File: src/rtl/link_sync_pkg.sv
`default_nettype none
`timescale 1ns/1ps
// ============================================================================
// Module   : link_sync_pkg
// Purpose  : Shared types and constants for the 8b10b link sync controller.
// Revision : 1.0
// ============================================================================
package link_sync_pkg;

    typedef enum logic [1:0] {
        LOS       = 2'd0,
        COMMA_DET = 2'd1,
        SYNC      = 2'd2
    } link_state_t;

    localparam int         WORD_W  = 10;
    localparam logic [6:0] COMMA_P = 7'b0011111;
    localparam logic [6:0] COMMA_N = 7'b1100000;

    // Only the leading seven bits identify a K28.5 comma, in either disparity.
    function automatic logic is_comma(input logic [6:0] hi);
        return (hi == COMMA_P) || (hi == COMMA_N);
    endfunction

endpackage
`default_nettype wire

File: src/rtl/link_err_mon.sv
`default_nettype none
`timescale 1ns/1ps
// ============================================================================
// Module   : link_err_mon
// Purpose  : Error / good-word counters that decide when an in-sync link drops.
// Revision : 1.0
// ============================================================================
module link_err_mon #(
    parameter int ERR_TO_LOSE   = 4,
    parameter int GOOD_TO_CLEAR = 16
) (
    input  logic       clk_i,
    input  logic       rst_i,
    input  logic       clear,
    input  logic       sample,
    input  logic       err,
    output logic       lose,
    output logic [2:0] err_cnt
);

    localparam int             GW        = $clog2(GOOD_TO_CLEAR + 1);
    localparam logic [2:0]     LOSE_LAST = 3'(ERR_TO_LOSE - 1);
    localparam logic [GW-1:0]  GOOD_LAST = GW'(GOOD_TO_CLEAR - 1);

    logic [GW-1:0] good_cnt;

    assign lose = sample && err && (err_cnt == LOSE_LAST);

    // Losing sync also empties the counters so the next lock starts fresh.
    always_ff @(posedge clk_i or posedge rst_i) begin
        if (rst_i) begin
            err_cnt  <= 3'd0;
            good_cnt <= '0;
        end else if (clear || lose) begin
            err_cnt  <= 3'd0;
            good_cnt <= '0;
        end else if (sample) begin
            if (err) begin
                err_cnt  <= err_cnt + 3'd1;
                good_cnt <= '0;
            end else if (good_cnt == GOOD_LAST) begin
                good_cnt <= '0;
                if (err_cnt != 3'd0) begin
                    err_cnt <= err_cnt - 3'd1;
                end
            end else begin
                good_cnt <= good_cnt + 1'b1;
            end
        end
    end

endmodule
`default_nettype wire

File: src/rtl/link_sync_ctrl.sv
`default_nettype none
`timescale 1ns/1ps
// ============================================================================
// Module   : link_sync_ctrl
// Purpose  : Comma hunting, word framing and link-sync FSM for 8b10b receive.
// Revision : 1.0
// ============================================================================
module link_sync_ctrl
    import link_sync_pkg::*;
#(
    parameter int COMMA_TO_LOCK = 3,
    parameter int ERR_TO_LOSE   = 4,
    parameter int GOOD_TO_CLEAR = 16
) (
    input  logic              clk_i,
    input  logic              rst_i,
    input  logic              bit_i,
    input  logic              bit_vld_i,
    input  logic              code_err_i,
    input  logic              disp_err_i,
    output logic [WORD_W-1:0] word_o,
    output logic              word_vld_o,
    output logic              is_comma_o,
    output logic              sync_o,
    output logic [1:0]        state_o,
    output logic [2:0]        err_cnt_o
);

    localparam logic [3:0] LAST_BIT  = 4'(WORD_W - 1);
    localparam logic [2:0] LOCK_LAST = 3'(COMMA_TO_LOCK - 1);

    // Only the nine newest bits need keeping; the tenth is the live input.
    logic [WORD_W-2:0] win_q;
    logic [WORD_W-1:0] win_d;
    logic [3:0]        bit_cnt;
    logic [2:0]        comma_cnt;
    logic              acq_word;
    link_state_t       state;
    logic              comma_hit;
    logic              boundary;
    logic              word_err;
    logic              lose;

    assign win_d     = {win_q, bit_i};
    assign comma_hit = bit_vld_i && is_comma(win_d[WORD_W-1:3]);
    assign boundary  = bit_vld_i && (bit_cnt == LAST_BIT);
    assign word_err  = word_vld_o && (code_err_i || disp_err_i);
    assign state_o   = state;

    link_err_mon #(
        .ERR_TO_LOSE   (ERR_TO_LOSE),
        .GOOD_TO_CLEAR (GOOD_TO_CLEAR)
    ) u_err_mon (
        .clk_i   (clk_i),
        .rst_i   (rst_i),
        .clear   (state != SYNC),
        .sample  (word_vld_o && (state == SYNC)),
        .err     (code_err_i || disp_err_i),
        .lose    (lose),
        .err_cnt (err_cnt_o)
    );

    // acq_word marks a word emitted by a hunt/realign hit: its comma was
    // already counted when comma_cnt was loaded with 1.
    always_ff @(posedge clk_i or posedge rst_i) begin
        if (rst_i) begin
            win_q      <= '0;
            bit_cnt    <= 4'd0;
            comma_cnt  <= 3'd0;
            acq_word   <= 1'b0;
            word_o     <= '0;
            word_vld_o <= 1'b0;
            is_comma_o <= 1'b0;
            sync_o     <= 1'b0;
            state      <= LOS;
        end else begin
            word_vld_o <= 1'b0;
            if (bit_vld_i) begin
                win_q   <= win_d[WORD_W-2:0];
                bit_cnt <= (bit_cnt == LAST_BIT) ? 4'd0 : bit_cnt + 4'd1;
            end
            if (boundary) begin
                word_o     <= win_d;
                word_vld_o <= 1'b1;
                is_comma_o <= comma_hit;
                acq_word   <= 1'b0;
            end

            case (state)
                LOS: begin
                    sync_o <= 1'b0;
                    if (comma_hit) begin
                        word_o     <= win_d;
                        word_vld_o <= 1'b1;
                        is_comma_o <= 1'b1;
                        acq_word   <= 1'b1;
                        bit_cnt    <= 4'd0;
                        comma_cnt  <= 3'd1;
                        state      <= COMMA_DET;
                    end
                end
                COMMA_DET: begin
                    if (word_err) begin
                        comma_cnt <= 3'd0;
                        state     <= LOS;
                    end else if (comma_hit && (bit_cnt != LAST_BIT)) begin
                        word_o     <= win_d;
                        word_vld_o <= 1'b1;
                        is_comma_o <= 1'b1;
                        acq_word   <= 1'b1;
                        bit_cnt    <= 4'd0;
                        comma_cnt  <= 3'd1;
                    end else if (word_vld_o && is_comma_o && !acq_word) begin
                        comma_cnt <= comma_cnt + 3'd1;
                        if (comma_cnt == LOCK_LAST) begin
                            state  <= SYNC;
                            sync_o <= 1'b1;
                        end
                    end
                end
                SYNC: begin
                    if (lose) begin
                        comma_cnt <= 3'd0;
                        sync_o    <= 1'b0;
                        state     <= LOS;
                    end
                end
                default: begin
                    comma_cnt <= 3'd0;
                    sync_o    <= 1'b0;
                    state     <= LOS;
                end
            endcase
        end
    end

endmodule
`default_nettype wire

File: config.mk
export PLATFORM = sky130hd
export DESIGN_NAME = link_sync_ctrl
export DESIGN_NICKNAME = d
export VERILOG_FILES = /design/src/rtl/link_sync_pkg.sv /design/src/rtl/link_err_mon.sv /design/src/rtl/link_sync_ctrl.sv
export SDC_FILE = /design/constraint.sdc
export NUM_CORES = 1
export LEC_CHECK = 0
export ABC_CLOCK_PERIOD_IN_PS = 2800
export BUFFER_PORTS_ARGS = -buffer_cell sky130_fd_sc_hd__buf_2
export CAP_MARGIN = 5
export CORE_ASPECT_RATIO = 0.75
export CORE_MARGIN = 2
export CORE_UTILIZATION = 54
export DETAILED_ROUTE_END_ITERATION = 8
export GPL_TIMING_DRIVEN = 0
export PLACE_DENSITY = 0.75
export SETUP_SLACK_MARGIN = 0.2
export SLEW_MARGIN = 20
export SYNTH_ARGS = -nofsm -noshare
export SYNTH_HDL_FRONTEND = slang
export SYNTH_HIERARCHICAL = 1
export SYNTH_SLANG_ARGS = --single-unit
export TNS_END_PERCENT = 10
File: constraint.sdc
create_clock -name clk_i -period 2.8 [get_ports clk_i]
set_clock_uncertainty 0.2 [all_clocks]
set_input_delay 0.28 -clock clk_i [delete_from_list [all_inputs] [get_ports clk_i]]
set_output_delay 0.28 -clock clk_i [all_outputs]
set_load 0.005 [all_outputs]
## After elaboration in Yosys (flattened, before gate mapping)

Cells that the tools add are included.

| storage, ports and cells | value |
|---|---|
| flip-flop bits (word level) | 40 |
| bits in latches | 0 |
| bits in writable memories | 0 |
| ROM bits | 0 |
| output and inout bits | 18 |
| memories kept | 0 |

| operators by class | value |
|---|---|
| $add $sub $neg | 5 |
| $mul | 0 |
| div/mod/pow operators | 0 |
| $lt $le $gt $ge | 0 |
| equality and inequality tests | 20 |
| shift operators | 0 |
| mux-type cells | 54 |
| bitwise gates (word level) | 0 |
| reduce and logical (&&, ||, !) cells | 22 |

Operators with widths:

| kind | number |
|---|---|
| $mux W10 | 4 |
| $mux W3 | 10 |
| $mux W4 | 5 |
| $mux W5 | 4 |
| $pmux W10 S2 | 1 |
| $mux W1 | 17 |
| $mux W2 | 6 |
| $ne A2 B2 Y1 const B | 6 |
| $reduce_and A5 Y1 | 2 |
| $logic_and A1 B1 Y1 | 9 |
| $ne A3 B3 Y1 const B | 3 |
| $pmux W3 S3 | 1 |
| $reduce_bool A3 Y1 | 3 |
| $ne A4 B4 Y1 const B | 2 |
| $pmux W1 S2 | 4 |
| $pmux W4 S2 | 1 |
| $eq A7 B5 Y1 const B | 1 |
| $eq A7 B7 Y1 const B | 1 |
| $add A3 B1 Y3 const B | 2 |
| $eq A3 B2 Y1 const B | 2 |
| $pmux W2 S3 | 1 |
| $reduce_and A3 Y1 | 2 |
| $add A5 B1 Y5 const B | 1 |
| $eq A5 B4 Y1 const B | 1 |
| other kinds (10) | 12 |

## Logic depth before layout (Yosys ltp)

Gate-level depths: netlist (run 1).

| depth | value |
|---|---|
| word-level depth | 7 |
| gate-level depth with buffers | 8 |
| mapped depth without buffers | 8 |

## Hierarchy

Netlist (run 1), hierarchy kept.

Modules (own cells, without submodules):

| module | times used | cells each | area an instance (µm²) |
|---|---|---|---|
| link_sync_ctrl | 1 | 139 | 1610.3 |
| link_err_mon | 1 | 49 | 466.7 |

## Least setup slack after synthesis (run 1)

Ideal clock, no wire load.

| path | value |
|---|---|
| path type | reg-to-reg |
| start | register win_q[2] |
| end | register word_o[0] |
| setup time | 0.125 ns |
| arrival time | 1.770 ns |
| slack | 0.705 ns |
| cell stages (with the launch flop) | 6 |
| buffers on the path | 1 |
| clock period less this slack | 2.095 ns |
| path through | dfrtp_1 or3_1 o22a_1 o31a_1 buf_6 mux2_4 |

| between the ends | value |
|---|---|
| word-level cells in the longest chain between the ends | 7 |
| elaborated cells between the ends (all ways) | 9 |
| those cells by class | 2 x eq/ne; 4 x mux; 3 x reduce/logical |

Ends and longest elaborated chain:

| what | line | source |
|---|---|---|
| start: declaration | link_sync_ctrl.sv:33 | `logic [WORD_W-2:0] win_q;` |
| start signal: assignment | link_sync_ctrl.sv:79 | `win_q <= win_d[WORD_W-2:0];` |
| $eq A7 B5 Y1 or $eq A7 B7 Y1 (tied branches) | link_sync_pkg.sv:22 | `return (hi == COMMA_P) \|\| (hi == COMMA_N);` |
| $logic_or A1 B1 Y1 * | link_sync_pkg.sv:22 |  |
| $logic_and A1 B1 Y1 * | link_sync_ctrl.sv:45 | `assign comma_hit = bit_vld_i && is_comma(win_d[WORD_W-1:3]);` |
| $logic_and A1 B1 Y1 | link_sync_ctrl.sv:106 | `end else if (comma_hit && (bit_cnt != LAST_BIT)) begin` |
| $mux W10 | link_sync_ctrl.sv:106 |  |
| $mux W10 | link_sync_ctrl.sv:103 | `if (word_err) begin` |
| $pmux W10 S2 * | link_sync_ctrl.sv:89 | `case (state)` |
| end signal: assignment | link_sync_ctrl.sv:83 | `word_o <= win_d;` |
| end signal: assignment | link_sync_ctrl.sv:93 | `word_o <= win_d;` |
| end signal: assignment | link_sync_ctrl.sv:107 | `word_o <= win_d;` |
| end: declaration | link_sync_ctrl.sv:21 | `output logic [WORD_W-1:0] word_o,` |

Mark *: on every way between the ends. The rest lies on a longest branch, timed or not.
A chain may end at the register's enable or synchronous reset.

## Worst setup path after layout (run 1)

| path | value |
|---|---|
| start | register state[0] (netlist: state_o[0]) |
| end | register state[0] (netlist: state_o[0]) |

| between the ends | value |
|---|---|
| word-level cells in the longest chain between the ends | 6 |
| elaborated cells between the ends (all ways) | 13 |
| those cells by class | 7 x eq/ne; 1 x mux; 5 x reduce/logical |

Ends and longest elaborated chain:

| what | line | source |
|---|---|---|
| start: declaration | link_sync_ctrl.sv:38 | `link_state_t state;` |
| start signal: assignment | link_sync_ctrl.sv:75 | `state <= LOS;` |
| start signal: assignment | link_sync_ctrl.sv:99 | `state <= COMMA_DET;` |
| start signal: assignment | link_sync_ctrl.sv:105 | `state <= LOS;` |
| $eq A2 B2 Y1 | link_sync_ctrl.sv:57 | `.sample (word_vld_o && (state == SYNC)),` |
| $logic_and A1 B1 Y1 | link_sync_ctrl.sv:57 |  |
| $logic_and A1 B1 Y1 (2 in a row) | link_err_mon.sv:27 | `assign lose = sample && err && (err_cnt == LOSE_LAST);` |
| named net lose | link_sync_ctrl.sv:42 | `logic lose;` |
| $ne A2 B1 Y1 (no line) | -- |  |
| $reduce_and A5 Y1 (no line) | -- |  |

The timed path passes the listed nets, and every way through them passes these cells.

==> metrics.md, run 1 <==
| Metric | Value |
|---|---|
| Synth warn | 6 |
| CTS Buf Count | 5 |
| Max_slew headroom | 56.4% |
| Period Utilization, post-route | 86.5% |
| Leakage | 1.09 nW |
| Remaining DRCs | 0 |
| Max-cap violations | 0 |
| Synth async-reset ratio | 100% |
| Nature of the critical path endpoint | flip-flop |
| Initial Util | 56.4% |
| Leading post-synthesis cells by cell area | dfrtp_1 (48%), mux2_4 (6.5%), mux2_2 (4.9%), ha_1 (3.0%), o21ai_0 (2.9%) |
| Cell area after synthesis | 2080 µm² |
| Final setup viols | 0 |
| Area of the core | 3680 µm² |
| Area Overhead vs Synth | 13.6% |
| Startpoint types | flip-flop |
| Worst VDD drop | 0.595 mV |
| TritonCTS clock tree | built |
| Syn nets | 200 |
| Vias in the first global route | 1463 |
| Post-Route WL | 4250 µm |
| Critical Path AT | 2.41 ns |
| Nets | 230 |
| Post-DRT Antenna Nets | 0 |
| CP required | 2.79 ns |
| Synth area leader | dfrtp_1 |
| RSZ-0062 raised after global routing | no |
| Fillers | 300 |
| Die area | 4360 µm² |
| Detailed Place HPWL | 3050 µm |
| Status | finished clean |
| Largest net degree at the start of global routing | 33 |
| # H-tree levels | 2 |
| GRT Overall Usage | 22.1% |
| Cells after synthesis | 188 |
| Pins Over Slew Limit | 0 |
| #FFs+latches synth | 40 |
| Hold Fails Final Rpt | 0 |
| Max FO, Critical Path | 9 |
| Top_reg_cell synth | dfrtp_1 |
| Row count | 19 |
| Share of layout cells above drive strength 1 | 25.1% |
| Iter 0 DRT Violations | 186 |
| Distinct cells, synth | 53 |
| Pwr dens | 895 nW/µm² |
| R2R Setup Slk | 0.38 ns |
| I/O Buffers | 22 |
| Seq/Total Area, Yosys | 48.2% |
| Routed WL per cell | 15.7 µm |
| Fin area | 2360 µm² |
| Initial antenna violation count | 0 |
| DRT Pass-1 Iters | 4 |
| Antenna diodes | 0 |
| Worst Tran Pin Value | 0.654 ns |
| Post-synth EDFFs | 0 |
| Postcts setup bufs | 0 |
| Clock sink total | 40 |
| Share of the synthesized area in the top cell type | 48.2% |
| HP Class | input port to flip-flop |
| DP Area | 2250 µm² |
| I/O pin cnt | 24 |
| Worst-Skew Late Latency | 0.30 ns |
| Root Buffer | clkbuf_8 |
| Fmax | 0.413 GHz |
| Via count of the routed design | 1584 |
| Top cells by count, synth | dfrtp_1 (40), o21ai_0 (12), nand2_1 (11), nor2_1 (11) |
| Chip height | 57.7 µm |
| RePlAce Congestion | 0.864 |
| GRT overflow | 0 |
| First-pass GRT wire length | 7180 µm |
| Vias per cell | 5.85 |
| Clock transition at path regs | 0.08 ns |
| Mapped Avg Cell Area | 11.0 µm² |
| Longest Clk Path Bufs | 2 |
| Critical path class | flip-flop to flip-flop |
| Crit path time final | 2.42 ns |
| Setup TNS | 0 ns |
| Most frequent cell after synthesis | dfrtp_1 |
| Die Wd | 75.6 µm |
-- flip-flops by register name, indices dropped and copies added (netlist names) --
register and count:
acq_word 1, bit_cnt 4, comma_cnt 3, is_comma_o 1
state_o 2, sync_o 1, u_err_mon/err_cnt 3, u_err_mon/good_cnt 5
win_q 9, word_o 10, word_vld_o 1
-- metrics by stage --
stage	setup slack, ns	power (mW)	util, %	hold WS [ns]	instances
floorplan	0.705	1.46	-	-0.104	188
global placement	0.464	1.65	61.1	0.0561	262
detailed placement	0.435	1.70	61.1	0.0673	262
CTS	0.431	2.11	63.9	0.0209	271
global route	0.239	2.25	64.0	0.0193	271
finish	0.379	2.11	64.0	0.0262	271
-- final cells by class --
cell class	instances	area, µm²	area share (%)
well taps	52	65.1	2.76
inverters	10	37.5	1.59
flip-flops and latches	40	1000	42.4
clock inverters	1	7.51	0.318
repair buffers	23	120	5.09
plain buffers	5	26.3	1.11
multi-input cells	133	1010	43.0
clock buffers	7	86.3	3.66
-- worst paths after layout --
kind                             from               endpoint  depth (start not counted)
min                             bit_i              word_o[0]                          2
max                        state_o[0]             state_o[0]                          7
max in group asynchronous       rst_i           comma_cnt[1]                          3
min reg2reg                 word_o[9]              word_o[9]                          1
min in group asynchronous       rst_i  u_err_mon/good_cnt[0]                          3
max reg2reg                state_o[0]             state_o[0]                          7
-- worst max-delay path, stage by stage (launching register included) --
cell and delay, ns:
dfrtp_1 0.50, nand2b_1 0.39, nor2_2 0.10, nand4_1 0.13, nor2_1 0.09, a21oi_1 0.41
o21ai_0 0.24, and4b_1 0.26
-- placed cells by master, fill, tap and decap left out, types with 2 or more instances in the layout --
cell type and n:
nand2_1 11, xnor2_1 2, inv_2 2, xor2_1 2, nor4_1 3, nor3_1 5
o21ai_1 3, nand3b_1 3, o2111ai_1 2, nand4bb_1 2, nor2b_1 4, o21a_1 2
or4_1 2, o21ai_0 12, o31a_1 2, o211ai_1 4, a21oi_1 5, dfrtp_1 40
nor2_2 2, clkbuf_8 6, nand2b_1 3, inv_1 8, buf_2 22, clkbuf_1 4
a21o_1 2, nand4_1 3, nand3_1 2, mux2_2 9, ha_1 5, mux2_4 9
nor2_1 10, nand4b_1 3
-- metal layers --
layer / share of wire (%) / vias to the layer above / routed length [µm] / track usage [%]
met5: 0 / - / 0 / 0
li1: - / 756 / - / -
met3: 5.3 / 5 / 223 / 6.78
met4: 1.4 / 0 / 58 / 6.02
met1: 47 / 776 / 2010 / 33.1
met2: 46 / 47 / 1950 / 31.4
-- timing repair --
action                                  4_1_cts  5_1_grt
hold endpoints to repair                     40        0
endpoints found under the setup margin        0        2
resized for setup                             0        1
hold buffers                                  1        0
-- kinds of logic after synthesis --
group | Yosys count | synth area share, %
xor+xnor | 4 | 1.69
flops | 40 | 48.2
mux | 19 | 11.9
compound gates | 44 | 14.6
fa+ha+maj | 6 | 3.98
buf+inv | 15 | 3.07
simple gates | 60 | 16.6
-- power by group --
part | switching (mW) | internal [mW] | leakage, nW
clock network | 0.206 | 0.200 | 0.0445
registers | 0.211 | 0.776 | 0.504
logic | 0.327 | 0.391 | 0.538
total | 0.744 | 1.37 | 1.09
No activity file was read; power rests on OpenSTA's default activity.
==> inputs of run 2 (changes only) <==
--- a/config.mk
+++ b/config.mk
@@ -5,7 +5,7 @@
 export SDC_FILE = /design/constraint.sdc
 export NUM_CORES = 1
 export LEC_CHECK = 0
-export ABC_CLOCK_PERIOD_IN_PS = 2800
+export ABC_CLOCK_PERIOD_IN_PS = 3040
 export BUFFER_PORTS_ARGS = -buffer_cell sky130_fd_sc_hd__buf_2
 export CAP_MARGIN = 5
 export CORE_ASPECT_RATIO = 0.75
==> constraint.sdc (replaced) <==
create_clock -name clk_i -period 3.04 [get_ports clk_i]
set_clock_uncertainty 0.2 [all_clocks]
set_input_delay 0.304 -clock clk_i [delete_from_list [all_inputs] [get_ports clk_i]]
set_output_delay 0.304 -clock clk_i [all_outputs]
set_load 0.005 [all_outputs]
==> metrics.md, run 2 (synthesis gave the netlist of run 1 again) <==
| Metric | Value |
|---|---|
| Most used cell, CP | nor2_1 |
| Via count of the routed design | 1579 (-0.32%) |
| Leakage | 1.09 nW (about the same) |
| Longest Clk Path Bufs | 2 (unchanged) |
| Pins Over Slew Limit | 0 (unchanged) |
| TritonCTS clock tree | built |
| Fin cells | 271 (unchanged) |
| Fillers | 302 (+0.67%) |
| RSZ-0062 raised after global routing | no |
| Area Overhead vs Synth | 13.4% |
| Most frequent cells in the layout | dfrtp_1 (40), buf_2 (22), o21ai_0 (12) |
| Row count | 19 (unchanged) |
| Die area | 4360 µm² (unchanged) |
| Hold Fails Final Rpt | 0 (unchanged) |
| Final setup viols | 0 (unchanged) |
| Setup TNS | 0 ns (unchanged) |
| Cell count after placement | 262 (unchanged) |
| PostCTS Resize Cnt | 0 (unchanged) |
| Vias per cell | 5.83 (-0.32%) |
| Antenna diodes | 0 (unchanged) |
| Chip height | 57.7 µm (unchanged) |
| Root Buffer | clkbuf_8 |
| Routed WL per cell | 15.5 µm (-0.80%) |
| Initial antenna violation count | 0 (unchanged) |
| Iter 0 DRT Violations | 186 (unchanged) |
| Nature of the critical path endpoint | flip-flop |
| CP required | 3.02 ns (+0.23 ns) |
| Max FO, Critical Path | 9 (unchanged) |
| Leading cell type in the layout, fill and taps excluded | dfrtp_1 |
| Vias in the first global route | 1463 (unchanged) |
| GRT overflow | 0 (unchanged) |
| Crit path time final | 2.45 ns (+0.0289 ns) |
| Nets | 230 (unchanged) |
| Pwr dens | 824 nW/µm² (-7.9%) |
| Max_slew headroom | 56.5% (+0.10 points) |
| Area of the core | 3680 µm² (unchanged) |
| Worst-Skew Late Latency | 0.30 ns (about the same) |
| Worst Tran Pin Value | 0.652 ns (-0.00152 ns) |
| Total power | 1.94 mW (-8.0%) |
| Initial Util | 56.4% (unchanged) |
| Largest Register | word_o |
| CTS Buf Count | 5 (unchanged) |
| Largest registers | word_o x10, win_q x9, u_err_mon/good_cnt x5 |
| Clock transition at path regs | 0.08 ns (about the same) |
| Max-cap violations | 0 (unchanged) |
| HP Class | input port to flip-flop |
| Max reg flops | 10 (unchanged) |
| Startpoint types | flip-flop |
| GRT Overall Usage | 22.1% (unchanged) |
| Fmax | 0.408 GHz (-1.2%) |
| Die Wd | 75.6 µm (unchanged) |
| CP max stage delay | 0.48 ns (-0.02 ns) |
| RePlAce Congestion | 0.864 (unchanged) |
| Worst VDD drop | 0.548 mV (-7.9%) |
| I/O pin cnt | 24 (unchanged) |
| Share of layout cells above drive strength 1 | 24.7% (-0.46 points) |
| Period Utilization, post-route | 80.6% (-5.9 points) |
| # H-tree levels | 2 (unchanged) |
| Detailed Place HPWL | 3050 µm (unchanged) |
| Crit path max-delay cell type | dfrtp_1 |
| CP delay by family, top | simple AND/OR/NAND/NOR gates |
| Critical path class | flip-flop to flip-flop |
| Post-DRT Antenna Nets | 0 (unchanged) |
| Remaining DRCs | 0 (unchanged) |
| Critical Path AT | 2.43 ns (+0.02 ns) |
| DRT Pass-1 Iters | 4 (unchanged) |
| Largest net degree at the start of global routing | 33 (unchanged) |
| WP buf/inv | 0 (unchanged) |
| Crit path cell chain | nand2b_1, nor2_1, nand4_1, nor2_1, a21oi_1, a31oi_1, o21ai_0, o311a_1 |
| I/O Buffers | 22 (unchanged) |
| Clock sink total | 40 (unchanged) |
| First-pass GRT wire length | 7180 µm (unchanged) |
| Status | finished clean |
| Post-Route WL | 4210 µm (-0.80%) |
run 2: path summary, 6_finish.rpt:
kind | from | to | slack, ns | cells after the start
max | state_o[0] | comma_cnt[0] | 0.59 | 8
min | bit_i | word_o[0] | 0.05 | 2
max reg2reg | state_o[0] | comma_cnt[0] | 0.59 | 8
min reg2reg | word_o[9] | word_o[9] | 0.31 | 1
max in group asynchronous | rst_i | comma_cnt[1] | 1.77 | 3
min in group asynchronous | rst_i | u_err_mon/good_cnt[0] | 0.30 | 3
run 2: stage by stage:
step	hold slack (ns)	area (µm²)	setup slack, ns	util [%]
4_1_cts	0.0449	2360	0.671	63.9
5_1_grt	0.0433	2360	0.395	63.9
6_report	0.0503	2360	0.590	63.9
3_3_place_gp	0.0801	2250	0.704	61.1
2_1_floorplan	-0.0803	2080	0.936	-
3_5_place_dp	0.0913	2250	0.675	61.1
run 2: area by class of cell:
type / count / area [µm²] / area share (%)
Multi-Input combinational cell: 133 / 1010 / 43.0
Buffer: 5 / 26.3 / 1.12
Timing Repair Buffer: 23 / 120 / 5.10
Tap cell: 52 / 65.1 / 2.76
Inverter: 10 / 37.5 / 1.59
Clock inverter: 1 / 7.51 / 0.319
Clock buffer: 7 / 86.3 / 3.66
Sequential cell: 40 / 1000 / 42.5
run 2: layer usage:
metal	up-vias	GRT usage (%)	routed length, µm
met2	43	31.4	1950
met1	775	33.1	2000
met5	-	0	0
met3	5	6.78	206
met4	0	6.02	58
li1	756	-	-
run 2: worst reg2reg max path, cell delays in order, from the launching register on:
cell and delay (ns):
dfrtp_1 0.48, nand2b_1 0.34, nor2_1 0.29, nand4_1 0.15
nor2_1 0.25, a21oi_1 0.22, a31oi_1 0.18, o21ai_0 0.11
o311a_1 0.13
run 2: what timing repair did:
action | in CTS | in global routing
setup buffers | 0 | 0
hold buffers | 1 | 0
hold endpoints to repair | 40 | 0
run 2: power by group:
group	internal (mW)	switching, mW
Clock	0.184	0.189
Sequential	0.715	0.194
Combinational	0.360	0.299
Total	1.26	0.682
==> inputs of run 3 (changes only) <==
--- a/config.mk
+++ b/config.mk
@@ -5,12 +5,12 @@
 export SDC_FILE = /design/constraint.sdc
 export NUM_CORES = 1
 export LEC_CHECK = 0
-export ABC_CLOCK_PERIOD_IN_PS = 3040
+export ABC_CLOCK_PERIOD_IN_PS = 2200
 export BUFFER_PORTS_ARGS = -buffer_cell sky130_fd_sc_hd__buf_2
 export CAP_MARGIN = 5
 export CORE_ASPECT_RATIO = 0.75
 export CORE_MARGIN = 2
-export CORE_UTILIZATION = 54
+export CORE_UTILIZATION = 52
 export DETAILED_ROUTE_END_ITERATION = 8
 export GPL_TIMING_DRIVEN = 0
 export PLACE_DENSITY = 0.75
==> constraint.sdc (replaced) <==
create_clock -name clk_i -period 2.2 [get_ports clk_i]
set_clock_uncertainty 0.2 [all_clocks]
set_input_delay 0.22 -clock clk_i [delete_from_list [all_inputs] [get_ports clk_i]]
set_output_delay 0.22 -clock clk_i [all_outputs]
set_load 0.005 [all_outputs]
==> metrics.md, run 3 (synthesis gave the netlist of run 1 again) <==
| Metric | Value |
|---|---|
| Status | finished clean |
| Row count | 19 (unchanged) |
| Fin cells | 277 (+2.2%) |
| Cell count after placement | 262 (unchanged) |
| Leading cell type in the layout, fill and taps excluded | dfrtp_1 |
| GRT overflow | 0 (unchanged) |
| DRT Pass-1 Iters | 4 (unchanged) |
| Worst VDD drop | 0.633 mV (+16%) |
| I/O Buffers | 22 (unchanged) |
| Final setup viols | 0 (unchanged) |
| Largest registers | word_o x10, win_q x9, u_err_mon/good_cnt x5 |
| Area Overhead vs Synth | 18.7% |
| TritonCTS clock tree | built |
| Worst reg2reg startpoint | win_q[3] |
| CP required | 2.18 ns (-0.84 ns) |
| Die area | 4520 µm² (+3.6%) |
| Largest Register | word_o |
| Clock sink total | 40 (unchanged) |
| Crit path time final | 2.11 ns (-0.342 ns) |
| Initial antenna violation count | 0 (unchanged) |
| Critical path class | flip-flop to flip-flop |
| R2R Setup Slk | 0.09 ns (-0.50 ns) |
| I/O pin cnt | 24 (unchanged) |
| Hold Fails Final Rpt | 0 (unchanged) |
| Pins Over Slew Limit | 0 (unchanged) |
| GRT Overall Usage | 21.9% (-0.21 points) |
| Post-place setup slack | -0.200 ns (-0.874 ns) |
| First-pass GRT wire length | 7760 µm (+8.2%) |
| Chip height | 58.7 µm (+1.8%) |
| Share of layout cells above drive strength 1 | 31.6% (+6.9 points) |
| Remaining DRCs | 0 (unchanged) |
| Largest net degree at the start of global routing | 33 (unchanged) |
| Post-Route WL | 4540 µm (+7.9%) |
| HP Class | input port to async pin |
| RePlAce Congestion | 0.897 (+3.8%) |
| Max_slew headroom | 55.0% (-1.5 points) |
| Startpoint types | flip-flop |
| Fmax | 0.474 GHz (+16%) |
| Antenna diodes | 0 (unchanged) |
| Via count of the routed design | 1667 (+5.6%) |
| Vias in the first global route | 1676 (+15%) |
| # H-tree levels | 2 (unchanged) |
| Most frequent cells in the layout | dfrtp_1 (37), buf_2 (22), o21ai_0 (11) |
| Max reg flops | 10 (unchanged) |
| Nets | 236 (+2.6%) |
| Worst-Skew Late Latency | 0.29 ns (about the same) |
| Total power | 2.86 mW (+47%) |
| Routed WL per cell | 16.4 µm (+5.5%) |
| Max FO, Critical Path | 10 (+1) |
| Die Wd | 77.0 µm (+1.8%) |
| Detailed Place HPWL | 3100 µm (+1.5%) |
| Root Buffer | clkbuf_8 |
| Fin worst setup slack | 0.0924 ns (-0.498 ns) |
| Period Utilization, post-route | 95.8% (+15 points) |
| Longest Clk Path Bufs | 2 (unchanged) |
| Max-cap violations | 0 (unchanged) |
| Iter 0 DRT Violations | 140 (-25%) |
| Leakage | 1.13 nW (+3.8%) |
| Initial Util | 55.6% (-0.72 points) |
| CTS Buf Count | 5 (unchanged) |
| Vias per cell | 6.02 (+3.3%) |
| Area of the core | 3730 µm² (+1.3%) |
| Post-DRT Antenna Nets | 0 (unchanged) |
| Pwr dens | 1160 nW/µm² (+41%) |
| Nature of the critical path endpoint | flip-flop |
| Worst Tran Pin Value | 0.675 ns (+0.0224 ns) |
| Critical Path AT | 2.09 ns (-0.34 ns) |
| FF-to-FF End | word_o[1] |
| Clock transition at path regs | 0.08 ns (about the same) |
| RSZ-0062 raised after global routing | yes |
| Hold Slack | 0.225 ns (+0.174 ns) |
| FF-to-FF path depth | 5 (-3) |
## run 3: cell type report
cell class              instances  area, µm²
fillers                       294       1270
multi-input cells             133       1040
flip-flops and latches         40       1000
repair buffers                 29        168
clock buffers                   5       68.8
well taps                      52       65.1
clock inverters                 3       46.3
inverters                      10       37.5
plain buffers                   5       30.0
## run 3: how the worst max path moves through the flow
stage                           from      endpoint  slack [ns]  depth (start not counted)
after floorplan             win_q[3]     word_o[0]        0.12                          5
after global placement    state_o[0]  comma_cnt[0]       -0.13                          8
after detailed placement  state_o[0]    state_o[0]       -0.20                          7
after CTS                   win_q[3]     word_o[1]         0.1                          5
after global routing        win_q[3]     word_o[3]        0.05                          4
final                       win_q[3]     word_o[1]        0.09                          5
## run 3: metal layers
layer | part of all wire, % | track usage (%)
met4 | 1.9 | 8.93
met1 | 45 | 29.4
met3 | 5.6 | 4.29
met2 | 47 | 35.8
met5 | 0 | 0
## run 3: per-stage QoR
stage | util, % | instance area [µm²] | setup TNS, ns
final | 66.0 | 2460 | 0
after floorplan | - | 2080 | 0
after global routing | 66.0 | 2460 | 0
after CTS | 65.4 | 2440 | 0
after detailed placement | 60.3 | 2250 | -0.548
after global placement | 60.3 | 2250 | -0.291
## run 3: repair_timing
| action | CTS | global route |
|---|---|---|
| hold buffers | 2 | 0 |
| gates resized for setup | 10 | 5 |
| endpoints found under the hold margin | 42 | 0 |
| setup buffers | 4 | 1 |
| endpoints found under the setup margin | 28 | 28 |
| pin swaps | 1 | 1 |
## run 3: report_power, final
group	switching, mW	leakage (nW)	internal [mW]	total [mW]
sequential	0.275	0.500	0.991	1.27
combinational	0.444	0.573	0.533	0.977
clock	0.273	0.0548	0.342	0.615
total	0.992	1.13	1.87	2.86
## run 3: critical path, stage by stage, from the launching register on
cell and delay, ns:
dfrtp_1 0.38, or3_4 0.39, o22a_4 0.26, o31a_1 0.29
buf_6 0.16, mux2_4 0.30
